[src/rtl/uart_apb_slave.sv]
// rtl/uart_apb_slave.sv - APB register slave for the UART: baud, control, status, TX and RX data.
module uart_apb_slave #(
  parameter logic [7:0] BAUD_RST = 8'h00,
  parameter logic [7:0] CTRL_RST = 8'h00
) (
  input  logic        P_clk,
  input  logic        P_resetn,
  input  logic        P_sel,
  input  logic        P_enable,
  input  logic        P_write,
  input  logic [31:0] P_address,
  input  logic [7:0]  PW_data,
  output logic [7:0]  PR_data,
  output logic        P_ready,
  output logic [7:0]  baud_div,
  output logic [7:0]  ctrl,
  output logic        tx_start,
  output logic [7:0]  tx_data,
  input  logic        tx_busy,
  input  logic        rx_strobe,
  input  logic [7:0]  rx_byte,
  input  logic        rx_par_err
);

  localparam logic [31:0] ADDR_BAUD   = 32'h0000_0000;
  localparam logic [31:0] ADDR_CTRL   = 32'h0000_0004;
  localparam logic [31:0] ADDR_STATUS = 32'h0000_0008;
  localparam logic [31:0] ADDR_TXDATA = 32'h0000_000C;
  localparam logic [31:0] ADDR_RXDATA = 32'h0000_0010;

  logic [7:0] baud_q;
  logic [4:0] ctrl_q;
  logic [7:0] rx_buf;
  logic       rx_valid;
  logic       rx_overrun;
  logic       par_err;

  logic sel_baud, sel_ctrl, sel_status, sel_tx, sel_rx;
  logic access, wr_en, rd_en;
  logic rx_evt, rx_rd, w1c, tx_fire;
  logic [7:0] status;

  assign sel_baud   = (P_address == ADDR_BAUD);
  assign sel_ctrl   = (P_address == ADDR_CTRL);
  assign sel_status = (P_address == ADDR_STATUS);
  assign sel_tx     = (P_address == ADDR_TXDATA);
  assign sel_rx     = (P_address == ADDR_RXDATA);

  assign access  = P_sel & P_enable;
  assign wr_en   = access & P_write;
  assign rd_en   = access & ~P_write;
  assign P_ready = access;

  assign rx_evt  = rx_strobe & ctrl_q[1];
  assign rx_rd   = rd_en & sel_rx;
  assign w1c     = wr_en & sel_status;
  assign tx_fire = wr_en & sel_tx & ctrl_q[0] & ~tx_busy;

  assign status   = {4'b0000, par_err, rx_overrun, rx_valid, tx_busy};
  assign baud_div = baud_q;
  assign ctrl     = {3'b000, ctrl_q};

  always_comb begin
    PR_data = 8'h00;
    if (P_sel && !P_write) begin
      if (sel_baud)        PR_data = baud_q;
      else if (sel_ctrl)   PR_data = ctrl;
      else if (sel_status) PR_data = status;
      else if (sel_rx)     PR_data = rx_buf;
    end
  end

  always_ff @(posedge P_clk or negedge P_resetn) begin
    if (!P_resetn) begin
      baud_q     <= BAUD_RST;
      ctrl_q     <= CTRL_RST[4:0];
      rx_buf     <= 8'h00;
      rx_valid   <= 1'b0;
      rx_overrun <= 1'b0;
      par_err    <= 1'b0;
      tx_data    <= 8'h00;
      tx_start   <= 1'b0;
    end else begin
      tx_start <= tx_fire;
      if (tx_fire)           tx_data <= PW_data;
      if (wr_en && sel_baud) baud_q  <= PW_data;
      if (wr_en && sel_ctrl) ctrl_q  <= PW_data[4:0];
      if (rx_evt)            rx_buf  <= rx_byte;

      // A byte arriving on the same cycle as the RXDATA read replaces the one being read,
      // so it stays valid and is not counted as an overrun.
      if (rx_evt)     rx_valid <= 1'b1;
      else if (rx_rd) rx_valid <= 1'b0;

      if (rx_evt && rx_valid && !rx_rd) rx_overrun <= 1'b1;
      else if (w1c && PW_data[2])       rx_overrun <= 1'b0;

      if (rx_evt && rx_par_err)   par_err <= 1'b1;
      else if (w1c && PW_data[3]) par_err <= 1'b0;
    end
  end

endmodule

[config.mk]
export PLATFORM = sky130hd
export DESIGN_NAME = uart_apb_slave
export DESIGN_NICKNAME = d
export VERILOG_FILES = /design/src/rtl/uart_apb_slave.sv
export SDC_FILE = /design/constraint.sdc
export NUM_CORES = 1
export LEC_CHECK = 0
export ABC_AREA = 1
export BUFFER_PORTS_ARGS = -buffer_cell sky130_fd_sc_hd__buf_4
export CORE_MARGIN = 2
export CORE_UTILIZATION = 41
export DETAILED_ROUTE_END_ITERATION = 10
export GPL_TIMING_DRIVEN = 0
export PLACE_DENSITY = 0.85
export SYNTH_ARGS = -nofsm -noshare
export SYNTH_HDL_FRONTEND = slang
export SYNTH_SLANG_ARGS = --single-unit
[constraint.sdc]
create_clock -name P_clk -period 1.3 [get_ports P_clk]
set_clock_uncertainty 0.15 [all_clocks]
set_input_delay 0 -clock P_clk [delete_from_list [all_inputs] [get_ports P_clk]]
set_output_delay 0 -clock P_clk [all_outputs]
set_load 0.02 [all_outputs]
## Word-level counts from Yosys, hierarchy flattened

Cells that the tools add are included.

| storage, ports and cells | value |
|---|---|
| output and inout bits | 34 |
| flip-flop bits (word level) | 33 |
| logic and storage cells | 48 |
| bits of input ports | 56 |

| cells by class | value |
|---|---|
| equal/unequal tests | 4 |
| reduce and logical (&&, ||, !) cells | 14 |
| bitwise operators | 11 |
| mux-type cells | 11 |

Operators with widths:

| kind | number |
|---|---|
| $eq 32x4->1 const B | 2 |
| $mux 8 | 5 |
| $eq 32x3->1 const B | 1 |
| $eq 32x5->1 const B | 1 |
| $logic_not 32->1 | 1 |
| $and 1x1->1 | 9 |
| $logic_and 1x1->1 | 8 |
| $mux 1 | 6 |
| $reduce_bool 2->1 | 3 |
| $logic_not 1->1 | 2 |
| $not 1->1 | 2 |

## Longest topological paths before layout

Gate-level depths: netlist of the first run.

| logic depth | value |
|---|---|
| word-level depth | 6 |
| gate-level depth with buffers | 10 |
| depth with buffers taken out | 10 |

## Worst setup path before layout of the first run

OpenSTA, ideal clock, no wires.

| timing path | value |
|---|---|
| path type | flip-flop to flip-flop |
| from | reg ctrl_q[0] |
| to | reg tx_data[7] |
| clock period less this slack | 1477 ps |
| data required time | 1029 ps |
| slack | -177 ps |
| arrival | 1206 ps |
| cell stages (with the launch flop) | 9 |
| path through | dfrtp_1 -> inv_1 -> nor3_1 -> nand4_1 -> nor2_1 -> nand2_2 -> buf_2 -> nand2_1 -> o21ai_1 |

| on the way | value |
|---|---|
| longest elaborated chain between the ends | 2 |

RTL lines:

| element | RTL line | RTL |
|---|---|---|
| from (decl) | 32 | `logic [4:0] ctrl_q;` |
| from (signal assigned) | 76 | `ctrl_q <= CTRL_RST[4:0];` |
| from (signal assigned) | 87 | `if (wr_en && sel_ctrl) ctrl_q <= PW_data[4:0];` |
| $and 1x1->1 (2 in a row) | 57 | `assign tx_fire = wr_en & sel_tx & ctrl_q[0] & ~tx_busy;` |
| to (signal assigned) | 85 | `if (tx_fire) tx_data <= PW_data;` |
| to (decl) | 18 | `output logic [7:0] tx_data,` |

No other way between the ends.
A chain may end at the register's enable or synchronous reset.

## Worst setup path in the final report of the first run

| timing path | value |
|---|---|
| from | in P_address[1] |
| to | out PR_data[5] |

| on the way | value |
|---|---|
| longest elaborated chain between the ends | 6 |

RTL lines:

| element | RTL line | RTL |
|---|---|---|
| from (decl) | 11 | `input logic [31:0] P_address,` |
| $eq 32x5->1 | 47 | `assign sel_rx = (P_address == ADDR_RXDATA);` |
| $mux 8 | 69 | `else if (sel_rx) PR_data = rx_buf;` |
| $mux 8 | 68 | `else if (sel_status) PR_data = status;` |
| $mux 8 | 67 | `else if (sel_ctrl) PR_data = ctrl;` |
| $mux 8 (*) | 66 | `if (sel_baud) PR_data = baud_q;` |
| $mux 8 (*) | 65 | `if (P_sel && !P_write) begin` |
| to (decl) | 13 | `output logic [7:0] PR_data,` |

Mark *: on every way between the ends. The rest lies on a longest branch, timed or not.

==> reports/qor.yml, run 1 <==
drt:
  avgViaCountPerCell: 4.91
  ant_nets: 0
  drcViolationCount: 0
  drt_iter0_drc: 81
  vias: 2115
  drt_wl_total_um: 5920
  first_pass_iters: 5
  wl_per_cell_um: 13.7
grt:
  grt_max_degree: 34
  grt_antenna_before_repair: 0
  gr-max-usage-layer: "met2"
  use_met3_pct: 7.98
  met2_usage_pct: 41.5
  gr-total-overflow: 0
  grt_use_total_pct: 23.3
  met1_usage_pct: 26.1
  grt_pass1_wl_um: 9320
  grt_pass1_vias: 2141
placed_design:
  place_ws_ns: -0.329
  hpwlAfterDp_um: 3870
  gp_congestion: 0.910
  io_buffers: 86
floorplanning:
  die_x_um: 70.7
  chipHeight_um: 70.7
  core_area_um2: 4320
  initial_core_util_pct: 42.2
  rows: 24
  io_pins: 90
  die_area_um2: 5000
timing:
  worst_pin_slew_ns: 0.634
  finalSetupViolations: 25
  hold_violations: 0
  maxSlewHeadroom_pct: 57.6
  rsz0062_at_grt: "yes"
  tns_ns: -2.11
  finalWorstSetupSlack_ns: -0.178
  max_freq_mhz: 677
  fin_crit_sh_pct: 114
  maxSlewViolCount: 0
  period_minus_slack_ns: 1.48
  holdWs_ns: 0.0339
logic_synthesis:
  synth_most_common_cell: "nand2_1"
  synth_flop_cell: "dfrtp_1"
  synth_common_cells: "nand2_1 (76), dfrtp_1 (33), nor2_1 (33)"
  netlist_area_um2: 1820
  yosysSeqAreaShare_pct: 45.3
  synth_area_leaders: "dfrtp_1 (45%), nand2_1 (16%), nor2_1 (6.8%), inv_1 (5.8%), o21ai_0 (4.9%)"
  async_reset_ff_share_pct: 100
  syn_avg_cell_area_um2: 7.41
  synth.distinct_cells: 26
  yosysWarnings: 0
  syn_inst: 246
  synth.top_cell.area_share_pct: 45.3
  synth_edf_count: 0
  synth_top_cell_by_area: "dfrtp_1"
  ys_seq_elements: 33
critical_path:
  r2r_slack_ns: -0.12
  critPathMaxFanout: 5
  reg2reg_depth: 8
  r2r-end: "tx_data[7]"
  worstSetupStartpointType: "input pin"
  arrival_ns: 1.33
  r2r-start: "ctrl_q[0]"
  crit_path_end_kind: "output pin"
  required_ns: 1.15
  crit_type: "input pin to output pin"
pwr:
  power_density_nw_per_um2: 661
  p_leak_uw: 0.00171
  p_sw_share_pct: 26.0
  pwr-share-comb_pct: 16.5
  p_int_uw: 1620
  seqPwrFrac_pct: 48.8
  switchingPower_uw: 568
  peakVddDrop_v: 0.000659
  power.clock.fraction_pct: 34.7
worst_hold_path:
  hold_depth: 5
  min_from: "rx_strobe"
  min_to: "rx_buf[7]"
  hold_class: "input pin to flip-flop"
clocking:
  cts_made_buffers: 5
  insertion_delay_ns: 0.29
  root_buffer: "clkbuf_8"
  cts_tree: "built"
  clk_path_buf_depth: 2
  cts.sinks: 33
  clk_pin_slew_ns: 0.07
  h-tree-depth: 2
run_status:
  violations: "setup timing"
  status: "finished with violations"
final_layout:
  final_net_count: 434
  area_delta_synth_final_pct: 81.5
  layout-drive-gt1-share_pct: 52.0
  num_antenna_cells: 0
run:
  cap_violations: 0
## power groups by stage
stage / Combinational [uW] / Sequential (uW) / Clock [uW]
after detailed placement: 273 / 1080 / 0
after global routing: 394 / 1070 / 810
after CTS: 338 / 1070 / 769
after global placement: 266 / 1080 / 0
final: 360 / 1070 / 759
after floorplan: 99.0 / 1080 / 0
## repair_timing
action,in CTS,in global routing
endpoints found under the hold margin,65,0
pin swaps,21,14
setup buffers,10,7
cloned,2,0
setup endpoints to repair,20,41
hold buffers,19,0
gates resized for setup,54,50
## layout make-up
cell class | instances | area (um2)
timing repair buffer | 123 | 1080
multi-input combinational | 179 | 1080
fill | 326 | 1020
sequential | 33 | 827
inverter | 30 | 119
clock buffer | 5 | 68.8
tap | 52 | 65.1
buffer | 6 | 53.8
clock inverter | 3 | 17.5
## stage by stage
stage                     total power, uW  area [um2]  std cells  utilization, %
final                                2190        3310        431            76.5
after global routing                 2270        3310        431            76.5
after CTS                            2170        3130        425            72.3
after detailed placement             1360        2590        386            59.8
after global placement               1350        2590        386            59.8
after floorplan                      1180        1880        248               -
## placed cells by master (no fill, tap or decap), types with 5 or more instances in the layout
| cell | Yosys | routed |
|---|---|---|
| buf_4 | 3 | 82 |
| nand2_4 | 2 | 5 |
| clkbuf_8 | 0 | 5 |
| nor2_2 | 1 | 10 |
| nor2_1 | 33 | 17 |
| a21oi_2 | 0 | 5 |
| o21ai_1 | 4 | 9 |
| dfrtp_1 | 33 | 32 |
| nand2_1 | 76 | 62 |
| o21ai_2 | 8 | 18 |
| nor2_4 | 1 | 8 |
| inv_1 | 28 | 21 |
| nand3_1 | 12 | 10 |
| buf_6 | 1 | 25 |
| inv_2 | 1 | 7 |
| dlygate4sd3_1 | 0 | 19 |
| nand2_2 | 5 | 15 |
## cells by family (layout without fill, tap and decap cells)
family	Yosys count	in the layout	share of synthesized area, %
DFF	33	33	45.3
AOI/OAI and AO/OA	37	37	11.8
buffers and inverters	36	167	8.51
other	1	3	0.206
and+or+nand+nor	139	139	34.2
## worst max-delay path, cell delays in order
cell     delay [ns]
buf_6          0.10
nor2_4         0.12
nand2_2        0.08
inv_2          0.08
nand2_4        0.08
nor3_4         0.28
and2_4         0.23
nand2_1        0.06
a21oi_2        0.15
buf_6          0.14
## sequential cells by signal (all words and copies together), names as in the netlist
name / flops
baud_div: 8
rx_buf: 8
tx_data: 8
ctrl_q: 5
par_err: 1
rx_overrun: 1
rx_valid: 1
tx_start: 1
## worst max path at each step
stage             startpoint     endpoint  cells after the start
3_3_place_gp   P_address[21]  baud_div[3]                     10
6_report        P_address[1]   PR_data[5]                     10
4_1_cts         P_address[8]   PR_data[6]                     10
2_1_floorplan      ctrl_q[0]   tx_data[7]                      8
5_1_grt        P_address[13]   PR_data[3]                     12
3_5_place_dp   P_address[15]   PR_data[1]                     11
## per-layer routing
layer	up-vias	routed length [um]
li1	1027	-
met1	990	2250
met2	91	3070
met3	7	531
met4	0	72
met5	-	0
No activity file was read; power rests on OpenSTA's default activity.
==> run 2: changes to the inputs <==
--- a/config.mk
+++ b/config.mk
@@ -6,12 +6,13 @@
 export NUM_CORES = 1
 export LEC_CHECK = 0
 export ABC_AREA = 1
-export BUFFER_PORTS_ARGS = -buffer_cell sky130_fd_sc_hd__buf_4
 export CORE_MARGIN = 2
-export CORE_UTILIZATION = 41
+export CORE_UTILIZATION = 50
 export DETAILED_ROUTE_END_ITERATION = 10
+export DONT_BUFFER_PORTS = 1
 export GPL_TIMING_DRIVEN = 0
-export PLACE_DENSITY = 0.85
+export PLACE_DENSITY = 0.74
+export REMOVE_ABC_BUFFERS = 1
 export SYNTH_ARGS = -nofsm -noshare
 export SYNTH_HDL_FRONTEND = slang
 export SYNTH_SLANG_ARGS = --single-unit
==> constraint.sdc (replaced) <==
create_clock -name P_clk -period 1.4 [get_ports P_clk]
set_clock_uncertainty 0.15 [all_clocks]
set_input_delay 0 -clock P_clk [delete_from_list [all_inputs] [get_ports P_clk]]
set_output_delay 0 -clock P_clk [all_outputs]
set_load 0.02 [all_outputs]
==> run 2 against run 1 <==
  * The run ends with hold timing, setup timing left
  * Hold slack worse by 0.071 ns
  * Sequential cell count did not move
  * Die area decreased by 17%
  * Final cell count decreased by 22%
  * Setup slack gained 0.083 ns
  * Clock-buffer cell count increased by 2
  * Combinational power fell by 46%
==> reports/qor.yml, run 2 (same netlist as run 1, synthesis figures left out) <==
run_status:
  status: "finished with violations"  # unchanged
  violations: "hold timing, setup timing"  # was setup timing
critical_path:
  critPathMaxFanout: 17  # was 5
  worstSetupStartpointType: "flip-flop"  # was input pin
  arrival_ns: 1.58  # was 1.33 ns
  crit_path_end_kind: "flip-flop"  # was output pin
  required_ns: 1.48  # was 1.15 ns
  crit_type: "flip-flop to flip-flop"  # was input pin to output pin
clocking:
  clk_path_buf_depth: 2  # unchanged
  cts_tree: "built"  # unchanged
  h-tree-depth: 2  # unchanged
  root_buffer: "clkbuf_4"  # was clkbuf_8
  clk_pin_slew_ns: 0.10  # was 0.07 ns
  cts_made_buffers: 5  # unchanged
  insertion_delay_ns: 0.35  # was 0.29 ns
  cts.sinks: 33  # unchanged
pwr:
  seqPwrFrac_pct: 50.9  # was 48.8%
  p_sw_share_pct: 23.8  # was 26.0%
  power.clock.fraction_pct: 39.1  # was 34.7%
  peakVddDrop_v: 0.000718  # was 0.000659 V
  p_leak_uw: 0.00123  # was 0.00171 uW
  pwr-share-comb_pct: 10.1  # was 16.5%
  p_int_uw: 1480  # was 1620 uW
  switchingPower_uw: 465  # was 568 uW
  power_density_nw_per_um2: 764  # was 661 nW/um2
timing:
  rsz0062_at_grt: "yes"  # unchanged
  holdWs_ns: -0.0375  # was 0.0339 ns
  max_freq_mhz: 669
  period_minus_slack_ns: 1.49
  worst_pin_slew_ns: 0.538  # was 0.634 ns
  maxSlewViolCount: 0  # unchanged
  hold_violations: 2  # was 0
  fin_crit_sh_pct: 107
  finalWorstSetupSlack_ns: -0.0945  # was -0.178 ns
  maxSlewHeadroom_pct: 64.0  # was 57.6%
  finalSetupViolations: 8  # was 25
drt:
  drt_wl_total_um: 4920  # was 5920 um
  avgViaCountPerCell: 5.30  # was 4.91
  wl_met2_um: 2490  # was 3070 um
  highest_layer: "met4"  # unchanged
  ant_nets: 0  # unchanged
  drcViolationCount: 0  # unchanged
  routed-wl-met3_um: 408  # was 531 um
  drt_iter0_drc: 71  # was 81
  wirelength_met1_um: 1930  # was 2250 um
  vias: 1780  # was 2115
  first_pass_iters: 4  # was 5
  wl_per_cell_um: 14.6  # was 13.7 um
placed_design:
  gp_congestion: 0.847  # was 0.910
  io_buffers: 0  # was 86
  place_inst: 288  # was 386
  place_ws_ns: -0.264  # was -0.329 ns
  hpwlAfterDp_um: 3060  # was 3870 um
grt:
  grt_pass1_vias: 1678  # was 2141
  grt_use_total_pct: 23.3  # about the same
  grt_antenna_before_repair: 0  # unchanged
  grt_max_degree: 34  # unchanged
  gr-total-overflow: 0  # unchanged
  grt_pass1_wl_um: 7290  # was 9320 um
floorplanning:
  core_area_um2: 3420  # was 4320 um2
  initial_core_util_pct: 53.4  # was 42.2%
  rows: 21  # was 24
  die_x_um: 64.4  # was 70.7 um
  io_pins: 90  # unchanged
  chipHeight_um: 64.4  # was 70.7 um
  die_area_um2: 4140  # was 5000 um2
final_layout:
  final_common_cell: "nand2_1"  # was buf_4
  num_antenna_cells: 0  # unchanged
  layout_common_cells: "nand2_1 (66), dlygate4sd3_1 (26), inv_1 (22)"  # was buf_4 (82), nand2_1 (62), dfrtp_1 (32)
  layout-drive-gt1-share_pct: 34.5  # was 52.0%
  utilization_pct: 74.7  # was 76.5%
  final_net_count: 345  # was 434
  finalNonFillerCells: 336  # was 431
  area_delta_synth_final_pct: 39.9  # was 81.5%
worst_hold_path:
  hold_class: "input pin to flip-flop"  # unchanged
run:
  cap_violations: 0  # unchanged
-- run 2: cell count changes in the layout (fill, tap and decap cells not counted), sizes merged --
cell,change
buf,-95
dlygate4sd3,+7
clkinvlp,-2
bufinv,+1
clkbuf,+1
clkinv,-1
-- run 2: through the flow --
step                setup TNS (ns)  instance area, um2  power, uW
floorplan                  -0.0210                1790       1080
global placement             -4.51                1850       1100
detailed placement           -5.52                1850       1100
CTS                         -0.114                2300       1920
global route                 -1.46                2550       2020
finish                      -0.536                2550       1950
-- run 2: area by class of cell --
| type | count | area [um2] |
|---|---|---|
| Multi-Input combinational cell | 179 | 1060 |
| Tap cell | 46 | 57.6 |
| Clock inverter | 1 | 30.0 |
| Inverter | 30 | 116 |
| Clock buffer | 7 | 55.1 |
| Fill cell | 262 | 866 |
| Timing Repair Buffer | 40 | 389 |
| Sequential cell | 33 | 841 |
-- run 2: per-layer routing --
| layer | GRT usage [%] | vias to the layer above |
|---|---|---|
| li1 | - | 853 |
| met1 | 28.3 | 837 |
| met2 | 38.8 | 81 |
| met3 | 8.45 | 9 |
| met4 | 7.18 | 0 |
| met5 | 0 | - |
-- run 2: worst paths after layout --
kind                               endpoint  depth (start not counted)  slack, ns         start
worst max-delay path             tx_data[0]                          7      -0.09     ctrl_q[0]
worst min-delay path                par_err                          7      -0.04  P_address[3]
worst max register to register   tx_data[0]                          7      -0.09     ctrl_q[0]
worst min register to register    rx_buf[1]                          2       0.34     rx_buf[1]
max in group asynchronous         ctrl_q[1]                          3       0.45      P_resetn
min in group asynchronous       baud_div[0]                          3       0.46      P_resetn
-- run 2: what timing repair did --
item	4_1_cts	5_1_grt
buffers inserted	4	9
gates resized for setup	30	56
setup endpoints to repair	27	20
hold buffers	25	2
endpoints found under the hold margin	66	10
cloned	0	0
pin swaps	7	16
-- run 2: worst max-delay path: stages (launching register included) --
cell     delay [ns]
dfrtp_2        0.44
inv_2          0.07
nor3_2         0.10
nand4_1        0.12
nor2_2         0.16
nand2_4        0.15
nand2_1        0.10
o21ai_0        0.08
-- run 2: power groups by stage --
stage                     logic, uW  registers [uW]  clock network, uW
final                           196             992                761
after global routing            218             995                806
after CTS                       181             987                753
after detailed placement       96.3            1010                  0
after global placement         94.2            1010                  0
after floorplan                81.0            1000                  0
==> run 3: changes to the inputs <==
--- a/config.mk
+++ b/config.mk
@@ -11,8 +11,9 @@
 export DETAILED_ROUTE_END_ITERATION = 10
 export DONT_BUFFER_PORTS = 1
 export GPL_TIMING_DRIVEN = 0
-export PLACE_DENSITY = 0.74
+export PLACE_DENSITY = 0.77
 export REMOVE_ABC_BUFFERS = 1
+export SETUP_SLACK_MARGIN = 0.3
 export SYNTH_ARGS = -nofsm -noshare
 export SYNTH_HDL_FRONTEND = slang
 export SYNTH_SLANG_ARGS = --single-unit
==> run 3 against run 2 <==
  * The flow still finishes with violations (hold timing, setup timing)
  * Setup slack better by 0.015 ns
  * Final cell count is 3.3% lower
  * Maximum frequency is 1.0% higher
  * Core utilization is 1.8 points higher
  * Clock-buffer cell count is 1 lower
  * First-iteration DRC count is 44% lower
  * Non-clock buffer count is 12 lower
  * Critical path type unchanged
  * Critical endpoint is now tx_data[4]
  * Highest routed layer unchanged
==> reports/qor.yml, run 3 (same netlist as run 1, synthesis figures left out) <==
run_status:
  status: "finished with violations"  # unchanged
  violations: "hold timing, setup timing"  # unchanged
final_layout:
  fill_cells: 247  # was 262
  final_common_cell: "nand2_1"  # unchanged
  layout-drive-gt1-share_pct: 47.0  # was 34.5%
  num_antenna_cells: 0  # unchanged
  area_delta_synth_final_pct: 43.2  # was 39.9%
  layout_common_cells: "nand2_1 (40), nand2_2 (29), dfrtp_1 (21)"  # was nand2_1 (66), dlygate4sd3_1 (26), inv_1 (22)
  final_net_count: 334  # was 345
  finalNonFillerCells: 325  # was 336
drt:
  drt_wl_total_um: 5020  # was 4920 um
  first_pass_iters: 4  # unchanged
  avgViaCountPerCell: 5.25  # was 5.30
  wl_per_cell_um: 15.5  # was 14.6 um
  drt_iter0_drc: 40  # was 71
  drcViolationCount: 0  # unchanged
  vias: 1706  # was 1780
  ant_nets: 0  # unchanged
critical_path:
  crit_path_cell_trace: "inv_2 > nor3_2 > nand4_1 > nor2_2 > nand2_4 > nand2_1 > o21ai_0"  # unchanged
  arrival_ns: 1.55  # was 1.58 ns
  crit_path_start: "ctrl_q[0]"  # unchanged
  cp.depth: 7  # unchanged
  r2r-start: "ctrl_q[0]"  # unchanged
  reg2reg_depth: 7  # unchanged
  r2r-end: "tx_data[4]"  # was tx_data[0]
  required_ns: 1.47  # was 1.48 ns
  r2r_slack_ns: -0.08  # was -0.09 ns
  cp_slowest_stage_delay_ns: 0.44  # about the same
  crit_type: "flip-flop to flip-flop"  # unchanged
  crit_path_end_kind: "flip-flop"  # unchanged
  slowest_stage: "dfrtp_2"  # unchanged
  cp_top_family: "simple AND/OR/NAND/NOR gates"  # unchanged
  worstSetupStartpointType: "flip-flop"  # unchanged
  critPathMaxFanout: 17  # unchanged
  crit_end: "tx_data[4]"  # was tx_data[0]
  critical_path_buf_inv_count: 1  # unchanged
floorplanning:
  initial_core_util_pct: 53.4  # unchanged
  die_area_um2: 4140  # unchanged
  rows: 21  # unchanged
  chipHeight_um: 64.4  # unchanged
  io_pins: 90  # unchanged
  die_x_um: 64.4  # unchanged
  core_area_um2: 3420  # unchanged
clocking:
  root_buffer: "clkbuf_4"  # unchanged
  cts_hold_buf: 21  # was 25
  h-tree-depth: 2  # unchanged
  insertion_delay_ns: 0.33  # was 0.35 ns
  clk_path_buf_depth: 2  # unchanged
  cts_made_buffers: 5  # unchanged
  cts.sinks: 33  # unchanged
  cts_tree: "built"  # unchanged
  clk_pin_slew_ns: 0.10  # about the same
pwr:
  p_leak_uw: 0.00126  # was 0.00123 uW
  power_density_nw_per_um2: 663  # was 764 nW/um2
  peakVddDrop_v: 0.000643  # was 0.000718 V
timing:
  fin_crit_sh_pct: 106  # was 107%
  maxSlewViolCount: 0  # unchanged
  worst_pin_slew_ns: 0.581  # was 0.538 ns
  hold_violations: 17  # was 2
  max_freq_mhz: 676  # was 669 MHz
  period_minus_slack_ns: 1.48  # was 1.49 ns
  holdWs_ns: -0.142  # was -0.0375 ns
  tns_ns: -0.501  # was -0.536 ns
  finalWorstSetupSlack_ns: -0.0793  # was -0.0945 ns
  finalSetupViolations: 9  # was 8
  maxSlewHeadroom_pct: 61.1  # was 64.0%
  rsz0062_at_grt: "yes"  # unchanged
placed_design:
  hpwlAfterDp_um: 3080  # was 3060 um
  gp_congestion: 0.811  # was 0.847
  io_buffers: 0  # unchanged
  place_inst: 288  # unchanged
grt:
  use_met3_pct: 8.98  # was 8.45%
  gr-max-usage-layer: "met2"  # unchanged
  grt_max_degree: 34  # unchanged
  grt_pass1_vias: 1752  # was 1678
  met1_usage_pct: 25.7  # was 28.3%
  met2_usage_pct: 40.5  # was 38.8%
  grt_pass1_wl_um: 7530  # was 7290 um
  grt_use_total_pct: 23.7  # was 23.3%
  gr-total-overflow: 0  # unchanged
  grt_antenna_before_repair: 0  # unchanged
worst_hold_path:
  hold_class: "input pin to flip-flop"  # unchanged
  hold_depth: 4  # was 7
run:
  cap_violations: 0  # unchanged
[run 3: cell types whose count changed in the layout (fill, tap and decap cells not counted), moves of 3 or more]
cell	before	now
nor2_1	18	11
nor2_4	7	14
nand2_2	10	29
nand2_4	7	13
nand2_1	66	40
dlygate4sd3_1	26	20
inv_2	6	9
buf_4	10	3
[run 3: worst min path at each step]
stage | start | endpoint | slack, ns
6_report | P_write | rx_overrun | -0.14
2_1_floorplan | P_resetn | baud_div[0] | -0.45
4_1_cts | P_write | rx_overrun | -0.17
3_3_place_gp | P_resetn | tx_data[7] | -0.44
3_5_place_dp | P_resetn | tx_data[5] | -0.44
5_1_grt | P_address[2] | ctrl_q[3] | -0.12
[run 3: cell type report]
| type | count | area, um2 | share of cell area [%] |
|---|---|---|---|
| repair inverters | 1 | 11.3 | 0.431 |
| flip-flops and latches | 33 | 841 | 32.2 |
| clock buffers | 6 | 41.3 | 1.58 |
| inverters | 30 | 125 | 4.79 |
| well taps | 46 | 57.6 | 2.21 |
| clock inverters | 2 | 10.0 | 0.384 |
| multi-input cells | 179 | 1230 | 47.0 |
| repair buffers | 28 | 297 | 11.4 |
[run 3: per-layer routing]
metal,vias to the layer above,part of all wire [%],wire [um]
li1,834,-,-
met1,782,36,1830
met2,75,52,2640
met3,15,8.2,413
met4,0,2.9,145
met5,-,0,0
[run 3: metrics by stage]
step,hold slack (ns),setup slack (ns),util [%],total power [uW],instance area [um2]
6_report,-0.142,-0.0793,76.4,1730,2610
5_1_grt,-0.117,-0.170,76.4,1810,2610
4_1_cts,-0.173,-0.0533,68.7,1700,2350
3_5_place_dp,-0.445,-0.250,54.0,1100,1850
3_3_place_gp,-0.445,-0.249,54.0,1100,1850
2_1_floorplan,-0.446,-0.00525,-,1080,1790
[run 3: power by group]
part	total, uW	internal (uW)	switching, uW
clock network	500	191	309
logic	234	100	133
registers	998	975	23.0
total	1730	1270	465
[run 3: worst register-to-register path, cell delays in order (launching register included)]
cell and delay, ns:
dfrtp_2 0.44, inv_2 0.07, nor3_2 0.12, nand4_1 0.13, nor2_2 0.15, nand2_4 0.14
nand2_1 0.09, o21ai_0 0.08
[run 3: repair_timing]
item                                    CTS  global route
resized for setup                        63            76
cloned                                    1             0
setup buffers                             5             2
endpoints found under the setup margin   41            41
pin swaps                                18            34
hold endpoints to repair                 66            16
